**src/rtl/yuv422to444_if.sv**
```systemverilog
`default_nettype none
// ============================================================================
//  Module      : nasti_stream_channel
//  Description : Stream channel bundle (valid/ready handshake with data,
//                strobe, keep, last and dest sidebands).
//  Revision    : 1.0 - initial release
// ============================================================================
interface nasti_stream_channel #(
  parameter int DATA_WIDTH = 64,
  parameter int DEST_WIDTH = 1
);
  logic                    t_valid;
  logic                    t_ready;
  logic [DATA_WIDTH-1:0]   t_data;
  logic [DATA_WIDTH/8-1:0] t_strb;
  logic [DATA_WIDTH/8-1:0] t_keep;
  logic                    t_last;
  logic [DEST_WIDTH-1:0]   t_dest;

  modport master (
    output t_valid, t_data, t_strb, t_keep, t_last, t_dest,
    input  t_ready
  );

  modport slave (
    input  t_valid, t_data, t_strb, t_keep, t_last, t_dest,
    output t_ready
  );
endinterface
`default_nettype wire

```
**src/rtl/yuv422to444.sv**
```systemverilog
`default_nettype none
// ============================================================================
//  Module      : yuv422to444
//  Description : YUYV 4:2:2 to packed 4:4:4 chroma upsampler. Each 64-bit
//                input beat (4 pixels) becomes two 64-bit output beats
//                (2 pixels each, pixel = {8'h00, Y, U, V}).
//                Optional macro YUV422_CHROMA_INTERP_EN: pixel1 chroma is the
//                round-half-up average of both chroma pairs instead of a copy.
//                Only DATA_WIDTH = 64 is supported.
//  Revision    : 1.0 - initial release
// ============================================================================
module yuv422to444 #(
  parameter int DATA_WIDTH = 64,
  parameter int DEST_WIDTH = 1
) (
  input  logic                 aclk,
  input  logic                 aresetn,
  nasti_stream_channel.slave   src,
  nasti_stream_channel.master  dst
);

  localparam logic [1:0] IDLE = 2'd0;
  localparam logic [1:0] HALF = 2'd1;
  localparam logic [1:0] LAST = 2'd2;

  logic [1:0]            state_q, state_d;
  logic                  src_ready;
  logic                  src_hs;
  logic                  dst_hs;

  logic [DATA_WIDTH-1:0] data_q, data_d;
  logic                  valid_q, valid_d;
  logic                  last_q, last_d;
  logic [31:0]           hold_q;
  logic                  hold_last_q;

  logic [7:0]            y0, y1, u0, v0, u1_in, v1_in;
  logic [7:0]            p1_u, p1_v;
  logic [DATA_WIDTH-1:0] beat_a;
  logic [DATA_WIDTH-1:0] beat_b;

  assign src_hs = src.t_valid && src_ready;
  assign dst_hs = valid_q && dst.t_ready;

  // Unpack the lower pixel pair of the incoming beat (Y0 U0 Y1 V0 Y2 U1 Y3 V1)
  assign y0    = src.t_data[7:0];
  assign u0    = src.t_data[15:8];
  assign y1    = src.t_data[23:16];
  assign v0    = src.t_data[31:24];
  assign u1_in = src.t_data[47:40];
  assign v1_in = src.t_data[63:56];

`ifdef YUV422_CHROMA_INTERP_EN
  // Pixel1 sits between the two chroma sites, so blend them (9-bit sum, round up)
  assign p1_u = 8'(({1'b0, u0} + {1'b0, u1_in} + 9'd1) >> 1);
  assign p1_v = 8'(({1'b0, v0} + {1'b0, v1_in} + 9'd1) >> 1);
`else
  assign p1_u = u0;
  assign p1_v = v0;
`endif

  assign beat_a = {8'h00, y1, p1_u, p1_v, 8'h00, y0, u0, v0};
  // hold_q = {V1, Y3, U1, Y2}
  assign beat_b = {8'h00, hold_q[23:16], hold_q[15:8], hold_q[31:24],
                   8'h00, hold_q[7:0],   hold_q[15:8], hold_q[31:24]};

  // State register
  always_ff @(posedge aclk) begin
    if (!aresetn) state_q <= IDLE;
    else          state_q <= state_d;
  end

  // Next-state logic
  always_comb begin
    state_d = state_q;
    case (state_q)
      IDLE:    if (src_hs) state_d = HALF;
      HALF:    if (dst_hs) state_d = LAST;
      LAST:    if (dst_hs) state_d = src.t_valid ? HALF : IDLE;
      default: state_d = IDLE;
    endcase
  end

  // Input acceptance: free in IDLE, blocked in HALF, chained to dst in LAST
  always_comb begin
    src_ready = 1'b0;
    case (state_q)
      IDLE:    src_ready = 1'b1;
      HALF:    src_ready = 1'b0;
      LAST:    src_ready = dst.t_ready;
      default: src_ready = 1'b0;
    endcase
  end

  // Output register next values: load A on accept, B after A drains, else hold
  always_comb begin
    data_d  = data_q;
    valid_d = valid_q;
    last_d  = last_q;
    if (src_hs) begin
      data_d  = beat_a;
      valid_d = 1'b1;
      last_d  = 1'b0;
    end else if ((state_q == HALF) && dst_hs) begin
      data_d  = beat_b;
      last_d  = hold_last_q;
    end else if ((state_q == LAST) && dst_hs) begin
      valid_d = 1'b0;
    end
  end

  // Control outputs that must come out of reset in a known state
  always_ff @(posedge aclk) begin
    if (!aresetn) begin
      valid_q <= 1'b0;
      last_q  <= 1'b0;
    end else begin
      valid_q <= valid_d;
      last_q  <= last_d;
    end
  end

  // Payload and upper-half hold register; contents are irrelevant while invalid
  always_ff @(posedge aclk) begin
    data_q <= data_d;
    if (src_hs) begin
      hold_q      <= src.t_data[63:32];
      hold_last_q <= src.t_last;
    end
  end

`ifndef SYNTHESIS
  // Partial beats are not handled; flag them and process as full
  always_ff @(posedge aclk) begin
    if (aresetn && src_hs && ((src.t_keep != '1) || (src.t_strb != '1)))
      $error("Null byte not supported");
  end
`endif

  assign src.t_ready = src_ready;
  assign dst.t_valid = valid_q;
  assign dst.t_data  = data_q;
  assign dst.t_last  = last_q;
  assign dst.t_strb  = '1;
  assign dst.t_keep  = '1;
  assign dst.t_dest  = {DEST_WIDTH{1'b0}};

endmodule
`default_nettype wire

```
**src/flat_wrapper.sv**
```systemverilog
// flat-port wrapper written by rule: the top's interface ports become plain ports
module yuv422to444_flat 
#(
  parameter int DATA_WIDTH = 64,
  parameter int DEST_WIDTH = 1
)
  (aclk, aresetn, src_t_valid, src_t_data, src_t_strb, src_t_keep, src_t_last, src_t_dest, src_t_ready, dst_t_valid, dst_t_data, dst_t_strb, dst_t_keep, dst_t_last, dst_t_dest, dst_t_ready);
  nasti_stream_channel #(.DATA_WIDTH(DATA_WIDTH), .DEST_WIDTH(DEST_WIDTH)) src_i ();
  nasti_stream_channel #(.DATA_WIDTH(DATA_WIDTH), .DEST_WIDTH(DEST_WIDTH)) dst_i ();
  input  logic aclk;
  input  logic aresetn;
  input wire logic [$bits(src_i.t_valid)-1:0] src_t_valid;
  input wire logic [$bits(src_i.t_data)-1:0] src_t_data;
  input wire logic [$bits(src_i.t_strb)-1:0] src_t_strb;
  input wire logic [$bits(src_i.t_keep)-1:0] src_t_keep;
  input wire logic [$bits(src_i.t_last)-1:0] src_t_last;
  input wire logic [$bits(src_i.t_dest)-1:0] src_t_dest;
  output wire logic [$bits(src_i.t_ready)-1:0] src_t_ready;
  output wire logic [$bits(dst_i.t_valid)-1:0] dst_t_valid;
  output wire logic [$bits(dst_i.t_data)-1:0] dst_t_data;
  output wire logic [$bits(dst_i.t_strb)-1:0] dst_t_strb;
  output wire logic [$bits(dst_i.t_keep)-1:0] dst_t_keep;
  output wire logic [$bits(dst_i.t_last)-1:0] dst_t_last;
  output wire logic [$bits(dst_i.t_dest)-1:0] dst_t_dest;
  input wire logic [$bits(dst_i.t_ready)-1:0] dst_t_ready;
  assign src_i.t_valid = src_t_valid;
  assign src_i.t_data = src_t_data;
  assign src_i.t_strb = src_t_strb;
  assign src_i.t_keep = src_t_keep;
  assign src_i.t_last = src_t_last;
  assign src_i.t_dest = src_t_dest;
  assign src_t_ready = src_i.t_ready;
  assign dst_t_valid = dst_i.t_valid;
  assign dst_t_data = dst_i.t_data;
  assign dst_t_strb = dst_i.t_strb;
  assign dst_t_keep = dst_i.t_keep;
  assign dst_t_last = dst_i.t_last;
  assign dst_t_dest = dst_i.t_dest;
  assign dst_i.t_ready = dst_t_ready;
  yuv422to444 #(.DATA_WIDTH(DATA_WIDTH), .DEST_WIDTH(DEST_WIDTH)) u_core (.aclk(aclk), .aresetn(aresetn), .src(src_i), .dst(dst_i));
endmodule
```
**config.mk**
```make
export PLATFORM = sky130hd
export DESIGN_NAME = yuv422to444_flat
export DESIGN_NICKNAME = d
export VERILOG_FILES = /design/src/rtl/yuv422to444_if.sv /design/src/rtl/yuv422to444.sv /design/src/flat_wrapper.sv
export SDC_FILE = /design/constraint.sdc
export NUM_CORES = 1
export LEC_CHECK = 0
export ABC_AREA = 1
export BUFFER_PORTS_ARGS = -buffer_cell sky130_fd_sc_hd__buf_2
export CAP_MARGIN = 30
export CORE_UTILIZATION = 25
export DETAILED_ROUTE_END_ITERATION = 8
export PLACE_DENSITY_LB_ADDON = 0.25
export SETUP_SLACK_MARGIN = 0.4
export SYNTH_ARGS = -nofsm -noshare
export SYNTH_HDL_FRONTEND = slang
export SYNTH_SLANG_ARGS = --single-unit
```
**constraint.sdc**
```tcl
create_clock -name aclk -period 1.89 [get_ports aclk]
set_clock_uncertainty 0.15 [all_clocks]
set_input_delay 0.0945 -clock aclk [delete_from_list [all_inputs] [get_ports aclk]]
set_output_delay 0.0945 -clock aclk [all_outputs]
set_load 0.01 [all_outputs]
```
# Yosys cells after proc, flatten, opt, wreduce, memory -nomap -nowiden
# Cells that the tools add are included.
# word_totals
reg_bits	85
inputBits	86
output_inout_bits	84
elab_cells	34
# classes
eq_ne	6
n_mux	11
bitwise	1
reduce_logical	10
# ops
op	n
$mux 56	2
$ne 2x1->1 const B	4
$mux 2	3
$pmux 2 s3	1
$logic_and 1x1->1	4
$mux 1	4
$reduce_bool 2->1	2
$reduce_and 3->1	1
$eq 2x1->1 const B	1
$eq 2x2->1 const B	1
$logic_not 2->1	1
$pmux 1 s2	1
$reduce_and 2->1	1
$reduce_or 2->1	1
$not 1->1	1

# Depth between registers and ports, before layout
# Gate-level depths: netlist of the first run.
# depth
depth_word	5
ltp_mapped	7

# Least setup slack after synthesis of the first run
# Ideal clock, no wire load.
# synth_timing
kind	register to register
start	register u_core.state_q[1]
end	register u_core.data_q[16] (netlist: u_core.dst.t_data[16]), enable pin
setup_ps	389
t_arrival_ps	1423
setup_slack_ps	-72
path_stages_with_launch	5
synth_period_minus_slack_ps	1962
path_cell_list	dfxtp_1 -> nand2_2 -> nand3_4 -> buf_4 -> nand2_1
# synth_via
elab_chain_cells	4
word_cells_on_any_way	7
cone_classes	2 x eq/ne; 1 x mux; 4 x reduce/logical
# synth_rtl
item	line	text
start, declared	yuv422to444.sv:26	logic [1:0] state_q, state_d;
start signal, assigned	yuv422to444.sv:70	else state_q <= state_d;
$eq 2x2->1 / $logic_not 2->1 (equally long branches)	yuv422to444.sv:87	case (state_q)
$pmux 1 s2	yuv422to444.sv:87	
$logic_and 1x1->1	yuv422to444.sv:42	assign src_hs = src.t_valid && src_ready;
$reduce_bool 2->1 (no source line) (*)	n/a	
end signal, assigned	yuv422to444.sv:125	data_q <= data_d;
end, declared	yuv422to444.sv:31	logic [DATA_WIDTH-1:0] data_q, data_d;
# Mark *: on every way between the ends. The rest lies on a longest branch, timed or not.
# A chain may end at the register's enable or synchronous reset.

# Final worst setup path of the first run
# layout_timing
start	register u_core.state_q[0]
end	register u_core.data_q[53] (netlist: u_core.dst.t_data[53]), enable pin
# Same word-level chain as after synthesis.

==> results.yml, run 1 <==
global_route:
  grt_pass1_vias: 2255
  antenna_found_initial: 0
  grt_max_degree: 42
  grt_pass1_wl_microns: 10500
  overflow: 0
  grtUsageTotal: 0.110
critical_path:
  path_cells: "inv_2 > nor2_2 > nand2_4 > nand2_4 > buf_4"
  endpoint_kind: "flip-flop"
  reg2reg_depth: 5
  slowest_delay_ns: 0.36
  worstSetupStartpointType: "flip-flop"
  cp.required_ns: 1.79
  critical_path_class: "flip-flop to flip-flop"
  cpMostUsedCell: "nand2_4"
  r2r_end: "u_core.dst.t_data[53]"
  path_buf_inv: 2
  crit-reg2reg-launch: "u_core.state_q[0]"
  cp_slowest_cell: "dfxtp_1"
  rrSetupSlack_ns: 0.47
  crit_family: "simple AND/OR/NAND/NOR gates"
  crit_fanout: 5
  crit_arrival_ns: 1.32
floorplanning:
  fp.dieW_microns: 111
  initial_core_util: 0.259
  dieArea_sq_um: 12400
  io_pins: 170
  die_h_microns: 111
  core.rowCount: 39
  core-area_sq_um: 11500
sta:
  fin_crit_ns: 1.42
  timing.hold.ws_ns: 0.0340
  rsz0062_at_grt: "false"
  hold_viol_final: 0
  post-route-period-util: 0.752
  setup_viol: 0
  fmax_mhz: 704
  fin_setup_tns_ns: 0
  slew_violations: 0
finish:
  drive_above_1_share: 0.375
  n_antenna_cell: 0
  syn_to_final_growth_pct: 55.7
  fin_nets: 521
  fill_cells: 1120
power_and_ir_drop:
  switchingPower_mw: 1.01
  irDropWorstVdd_v: 0.000353
  power_frac_seq: 0.433
  p_leak_nw: 2.13
  pwr-share-clk: 0.425
  power.density_nw_per_um2: 924
  power_switching_share: 0.236
  pwr-share-comb: 0.142
  power.internal_mw: 3.28
synth:
  muxShareOfSynthArea: 0
  synthXorXnorAreaFrac: 0
  synth-simple-area-share: 0.157
  yosys-top-cells-area: "edfxtp_1 (65%), buf_4 (13%), nand2_1 (12%), dfxtp_1 (2.7%), nand2_2 (2.1%)"
  ys_warn_count: 0
  synth_top_area_share: 0.655
  synthesis.area_sq_um: 2980
  ys_seq_area_frac: 0.681
  syn-instance-count: 248
  synth_adder_area_share: 0
  avgSynthCellArea_sq_um: 12.0
  synth_cell_types: 16
  synth_top_area_cell: "edfxtp_1"
  synth-seq-cells: 69
  synth_compound_area_frac: 0.00671
  synth_top_family_by_area: "simple AND/OR/NAND/NOR gates"
routing:
  dr.pass1.iters: 6
  totalWireLength_microns: 6840
  ant_nets: 0
  num_vias: 2285
  wl_per_cell_microns: 11.7
  drtIter0Drc: 83
  viasPerCell: 3.92
  drc_errors: 24
placement:
  portBuffers: 119
  hpwl_microns: 3960
  place_congestion: 0.706
worst_hold_path:
  hold-path-endpoint: "u_core.state_q[1]"
  hold_path_class: "primary input to flip-flop"
  hp-start: "dst_t_ready"
  min_delay_path_depth: 4
flow_run:
  cap_violations: 0
clocking:
  clock_path_buffers: 2
  numCtsBuffers: 9
  cts_tree: "done"
  clkSinkCount: 69
  cts.clk_slew.worst_paths_ns: 0.06
  cts-htree-levels: 3
  cts-root-buf: "clkbuf_16"
  clk_latency_ns: 0.32
outcome:
  status: "finished with violations"
  failed_checks: "design-rule violations"
==> stage by stage <==
stage          power (mW)  utilization  cells  instance area, sq um  setup slack [ns]
2_1_floorplan        2.22            -    279                  3110             0.426
3_3_place_gp         2.33        0.303    490                  3490             0.289
3_5_place_dp         2.34        0.303    490                  3490             0.279
4_1_cts              4.32        0.396    578                  4560             0.377
5_1_grt              4.48        0.403    583                  4640             0.413
6_report             4.29        0.403    583                  4640             0.469
==> power groups by stage <==
stage / clock (mW) / combinational (mW) / sequential, mW
after global routing: 1.94 / 0.668 / 1.87
final: 1.82 / 0.610 / 1.86
after floorplan: 0 / 0.299 / 1.92
after global placement: 0 / 0.442 / 1.89
after detailed placement: 0 / 0.446 / 1.89
after CTS: 1.88 / 0.589 / 1.86
==> worst max path at each step <==
| stage | from | end | slack [ns] | depth (start not counted) |
|---|---|---|---|---|
| after floorplan | u_core.state_q[1] | u_core.dst.t_data[16] | 0.43 | 4 |
| after global placement | u_core.state_q[0] | u_core.dst.t_data[48] | 0.29 | 4 |
| after detailed placement | u_core.state_q[0] | u_core.dst.t_data[32] | 0.28 | 4 |
| after CTS | u_core.state_q[0] | u_core.hold_q[15] | 0.38 | 4 |
| final | u_core.state_q[0] | u_core.dst.t_data[53] | 0.47 | 5 |
| after global routing | u_core.state_q[0] | u_core.dst.t_data[33] | 0.41 | 5 |
==> state kept, by name, summed over array words and instances (netlist names) <==
register / cells
u_core.dst.t_data: 32
u_core.hold_q: 32
u_core.state_q: 2
u_core.dst.t_last: 1
u_core.dst.t_valid: 1
u_core.hold_last_q: 1
==> worst min-delay path, cell delays in order <==
cell     delay (ns)
buf_2          0.11
nand2_1        0.11
nand3_1        0.09
a21oi_1        0.06
==> cell families (layout without fill, tap and decap cells) <==
family | after synthesis | after routing
other cells | 2 | 33
flops | 69 | 69
compound gates | 4 | 4
buf+inv | 60 | 220
simple gates | 113 | 114
==> per-layer routing <==
layer	vias up	part of all wire	track usage
li1	1106	-	-
met1	1049	0.40	0.119
met2	113	0.51	0.197
met3	17	0.064	0.0317
met4	0	0.023	0.0541
met5	-	0	0
==> area by class of cell <==
type	instances	area, sq um	area share
multi-input combinational	151	649	0.140
clock buffer	9	225	0.0485
clock inverter	7	98.8	0.0213
inverter	5	21.3	0.00458
timing repair buffer	199	1440	0.309
tap	143	179	0.0385
sequential	69	2030	0.438
==> Yosys cell counts, drive strengths merged <==
library cell and count:
nand2 105, nor3 1, dfxtp 4, inv 5, buf 55, a21oi 4, edfxtp 65, nor2 3
nand3 4, conb 2
==> cell usage in the layout (no fill, tap or decap), drive strengths merged <==
cell         count
conb            33
nand3            4
a21oi            4
clkinv           3
clkinvlp         1
nor2             3
buf            130
clkbuf          10
dfxtp            4
dlygate4sd3     68
inv              6
bufinv           2
nor3             1
edfxtp          65
nand2          106
==> repair_timing <==
action,4_1_cts,5_1_grt
buffers inserted,3,4
hold buffers,68,0
cloned,1,1
hold endpoints to repair,69,0
pin swaps,2,2
resized for setup,2,6
setup endpoints to repair,32,93
Note: power is estimated with default switching activity, not from simulation.
==> run 2, diff against run 1 <==
clock period = 1.31 ns   (was 1.89 ns; I/O delays follow)
==> results.yml, run 2 (synthesis gave the netlist of run 1 again) <==
outcome:
  status: "finished with violations"
  failed_checks: "design-rule violations, negative hold slack, negative setup slack"
floorplanning:
  initial_core_util: 0.259
  fp.dieW_microns: 111
  dieArea_sq_um: 12400
  core.rowCount: 39
  core-area_sq_um: 11500
  die_h_microns: 111
  io_pins: 170
finish:
  fin_util: 0.435
  final_cell_mix: "buf_2 (113), nand2_1 (79), dlygate4sd3_1 (67), edfxtp_1 (65), conb_1 (33)"
  syn_to_final_growth_pct: 68.2
  fill_cells: 1082
  n_antenna_cell: 0
  final_common_cell: "buf_2"
  drive_above_1_share: 0.443
  fin_nets: 539
sta:
  fmax_mhz: 733
  fin_crit_ns: 1.36
  post-route-period-util: 1.04
  timing.hold.ws_ns: -0.0803
  worst_slack_ns: -0.0534
  setup_viol: 96
  slew_violations: 0
  rsz0062_at_grt: "true"
  hold_viol_final: 1
power_and_ir_drop:
  irDropWorstVdd_v: 0.000570
  p_leak_nw: 2.28
  power.density_nw_per_um2: 1180
clocking:
  cts-htree-levels: 3
  cts_tree: "done"
  cts-root-buf: "clkbuf_16"
  clkSinkCount: 69
  clock_path_buffers: 2
  cts_hold_buffers: 67
  clk_latency_ns: 0.33
  numCtsBuffers: 9
  cts.clk_slew.worst_paths_ns: 0.06
placement:
  hpwl_microns: 4140
  portBuffers: 119
  place_ws_ns: -0.0624
  place_congestion: 0.696
routing:
  drc_errors: 27
  num_vias: 2296
  viasPerCell: 3.82
  totalWireLength_microns: 7350
  drtIter0Drc: 95
  dr.pass1.iters: 6
  ant_nets: 0
  wl_per_cell_microns: 12.2
critical_path:
  endpoint_kind: "flip-flop"
  crit_arrival_ns: 1.25
  rrSetupSlack_ns: -0.05
  worstSetupStartpointType: "flip-flop"
  crit_fanout: 8
  critical_path_class: "flip-flop to flip-flop"
  cp.required_ns: 1.19
global_route:
  use_met1: 0.128
  grt_pass1_vias: 2163
  gr-usage-met3: 0.0459
  met2_usage: 0.200
  overflow: 0
  antenna_found_initial: 0
  grt.busiest_layer: "met2"
  grtUsageTotal: 0.115
  grt_pass1_wl_microns: 10600
  grt_max_degree: 22
worst_hold_path:
  hold_path_class: "primary input to flip-flop"
flow_run:
  cap_violations: 0
==> run 2: through the flow <==
stage	instances	TNS [ns]	instance area (sq um)	total power [mW]	hold WS, ns
6_report	601	-2.86	5010	5.93	-0.0803
2_1_floorplan	279	-0.739	3120	3.21	0.0144
3_5_place_dp	500	-2.27	3600	3.42	0.0936
3_3_place_gp	500	-1.78	3600	3.42	0.0931
5_1_grt	601	-6.59	5010	6.20	-0.0941
4_1_cts	590	-3.11	4720	5.85	-0.120
==> run 2: worst max-delay path: stages, from the launching register on <==
cell     delay, ns
dfxtp_4       0.36
nand2_4       0.06
nand3_4       0.09
buf_4         0.16
buf_6         0.13
nand2_8       0.11
==> run 2: where the power goes <==
| group | internal (mW) | switching [mW] |
|---|---|---|
| registers | 2.63 | 0.0592 |
| logic | 0.571 | 0.519 |
| clock network | 1.26 | 0.884 |
| total | 4.46 | 1.46 |
==> run 2: routing by layer <==
layer | share of wire | up-vias
met1 | 0.41 | 1029
met4 | 0.0069 | 0
met5 | 0 | -
li1 | - | 1150
met2 | 0.52 | 109
met3 | 0.071 | 8
==> run 2: path summary, 6_finish.rpt <==
path	to	cells after the start	startpoint
worst max register to register	u_core.dst.t_data[45]	5	u_core.state_q[1]
worst min-delay path	u_core.state_q[0]	3	src_t_valid
worst min register to register	u_core.dst.t_last	2	u_core.dst.t_last
worst max-delay path	u_core.dst.t_data[45]	5	u_core.state_q[1]
==> run 2: layout make-up <==
class / instances / area [sq um] / area share
clock buffer: 9 / 225 / 0.0449
timing repair buffer: 214 / 1730 / 0.344
sequential: 69 / 2040 / 0.407
inverter: 5 / 33.8 / 0.00674
multi-input combinational: 153 / 753 / 0.150
clock inverter: 7 / 42.5 / 0.00848
tap: 143 / 179 / 0.0357
timing repair inverter: 1 / 16.3 / 0.00324
==> run 2: timing repair <==
action	CTS	global route
setup endpoints to repair	152	152
gates resized for setup	22	32
gates cloned	4	7
pin swaps	6	8
buffers inserted	3	4
endpoints found under the hold margin	69	1
==> run 3, diff against run 2 <==
CORE_MARGIN = 4   (was default)
SKIP_LAST_GASP = 1   (was default)
==> results.yml, run 3 (synthesis gave the netlist of run 1 again) <==
outcome:
  status: "finished with violations"
  failed_checks: "negative hold slack, negative setup slack"
critical_path:
  reg2reg_depth: 4
  crit_fanout: 10
  endpoint_kind: "flip-flop"
  rrSetupSlack_ns: -0.02
  crit_arrival_ns: 1.22
  slowest_delay_ns: 0.33
  critical_path_class: "flip-flop to flip-flop"
  cp_slowest_cell: "dfxtp_2"
  path_cells: "inv_4 > nand3_4 > inv_6 > clkbuf_16"
  worstSetupEndpoint: "u_core.hold_q[22]"
  worstSetupStartpointType: "flip-flop"
  crit-reg2reg-launch: "u_core.state_q[0]"
  cp_num_cells: 4
  startpoint: "u_core.state_q[0]"
  r2r_end: "u_core.hold_q[22]"
  crit_family: "buffers and inverters"
  cp.required_ns: 1.20
  path_buf_inv: 3
sta:
  rsz0062_at_grt: "true"
  timing.hold.ws_ns: -0.0954
  slew_violations: 0
  hold_viol_final: 1
  fmax_mhz: 749
  setup_viol: 49
  worst_slack_ns: -0.0249
  post-route-period-util: 1.02
  fin_crit_ns: 1.33
placement:
  place_congestion: 0.757
  dp_cells: 501
  post_dp_cell_area_sq_um: 3610
  hpwl_microns: 4760
  portBuffers: 119
floorplanning:
  die_h_microns: 117
  initial_core_util: 0.258
  dieArea_sq_um: 13700
  core.rowCount: 39
  fp.dieW_microns: 117
  core-area_sq_um: 11600
  io_pins: 170
worst_hold_path:
  hold_path_class: "primary input to flip-flop"
global_route:
  antenna_found_initial: 0
  grt_pass1_vias: 2249
  overflow: 0
  grt_pass1_wl_microns: 10800
  grtUsageTotal: 0.105
  grt_max_degree: 22
finish:
  stdcell_count: 594
  final_area_sq_um: 4810
  drive_above_1_share: 0.410
  final_cell_mix: "buf_2 (115), nand2_1 (92), dlygate4sd3_1 (67), edfxtp_1 (65), conb_1 (33)"
  fill_cells: 1104
  final_common_cell: "buf_2"
  syn_to_final_growth_pct: 61.2
  n_antenna_cell: 0
  fin_nets: 532
clocking:
  clock_path_buffers: 2
  clkSinkCount: 69
  cts.clk_slew.worst_paths_ns: 0.06
  cts_hold_buffers: 67
  clk_latency_ns: 0.32
  cts-root-buf: "clkbuf_16"
  numCtsBuffers: 9
  cts-htree-levels: 3
  cts_tree: "done"
routing:
  viasPerCell: 3.80
  wl_per_cell_microns: 12.7
  drc_errors: 0
  drtIter0Drc: 56
  ant_nets: 0
  dr.pass1.iters: 4
  num_vias: 2259
  totalWireLength_microns: 7520
flow_run:
  cap_violations: 0
power_and_ir_drop:
  p_leak_nw: 2.19
  irDropWorstVdd_v: 0.000669
  power.density_nw_per_um2: 1250
==> run 3: changes by cell type in the layout (fill, tap and decap cells not counted), moves of 4 or more <==
cell       change
buf_4          +6
buf_6          -7
clkbuf_16      -4
nand2_1       +13
nand2_2       -13
==> run 3: layout make-up <==
cell class	count	area, sq um	area share
clock buffer	9	225	0.0469
clock inverter	7	66.3	0.0138
inverter	5	26.3	0.00547
multi-input combinational	153	731	0.152
sequential	69	2040	0.424
tap	143	179	0.0372
timing repair buffer	208	1540	0.320
==> run 3: worst reg2reg max path: stages (launching register included) <==
cell	delay (ns)
dfxtp_2	0.33
inv_4	0.08
nand3_4	0.15
inv_6	0.16
clkbuf_16	0.18
==> run 3: report_power, final <==
part | switching [mW] | internal [mW] | leakage, nW
sequential | 0.0564 | 2.63 | 0.658
clock | 0.885 | 1.46 | 0.145
combinational | 0.489 | 0.477 | 1.39
total | 1.43 | 4.57 | 2.19
==> run 3: what timing repair did <==
item                       CTS  global route
buffers inserted             3             3
pin swaps                    3             7
cloned                       2             2
hold endpoints to repair    69             1
setup endpoints to repair  152           152
resized for setup           10            15
==> run 3: worst min-delay path by stage <==
stage                    from                     to  slack [ns]  cells after the start
2_1_floorplan      src_t_last     u_core.hold_last_q        0.01                      0
3_3_place_gp   src_t_data[61]      u_core.hold_q[29]        0.09                      1
3_5_place_dp   src_t_data[58]      u_core.hold_q[26]        0.09                      1
4_1_cts        src_t_data[16]  u_core.dst.t_data[48]       -0.10                      3
5_1_grt        src_t_data[16]  u_core.dst.t_data[48]       -0.08                      3
6_report       src_t_data[16]  u_core.dst.t_data[48]        -0.1                      3
==> run 3: per-layer routing <==
| layer | share of wire | track usage |
|---|---|---|
| met5 | 0 | 0 |
| met4 | 0.013 | 0.0390 |
| met3 | 0.069 | 0.0267 |
| met2 | 0.52 | 0.182 |
| met1 | 0.40 | 0.124 |
==> run 3: per-stage QoR <==
| stage | TNS (ns) | worst slack [ns] | utilization | total power, mW |
|---|---|---|---|---|
| global route | -4.81 | -0.0793 | 0.416 | 6.30 |
| CTS | -1.22 | -0.0347 | 0.404 | 6.03 |
| finish | -0.716 | -0.0249 | 0.416 | 6.00 |
| global placement | -2.56 | -0.0645 | 0.312 | 3.43 |
| floorplan | -0.739 | -0.0201 | - | 3.21 |
| detailed placement | -5.16 | -0.0854 | 0.312 | 3.44 |
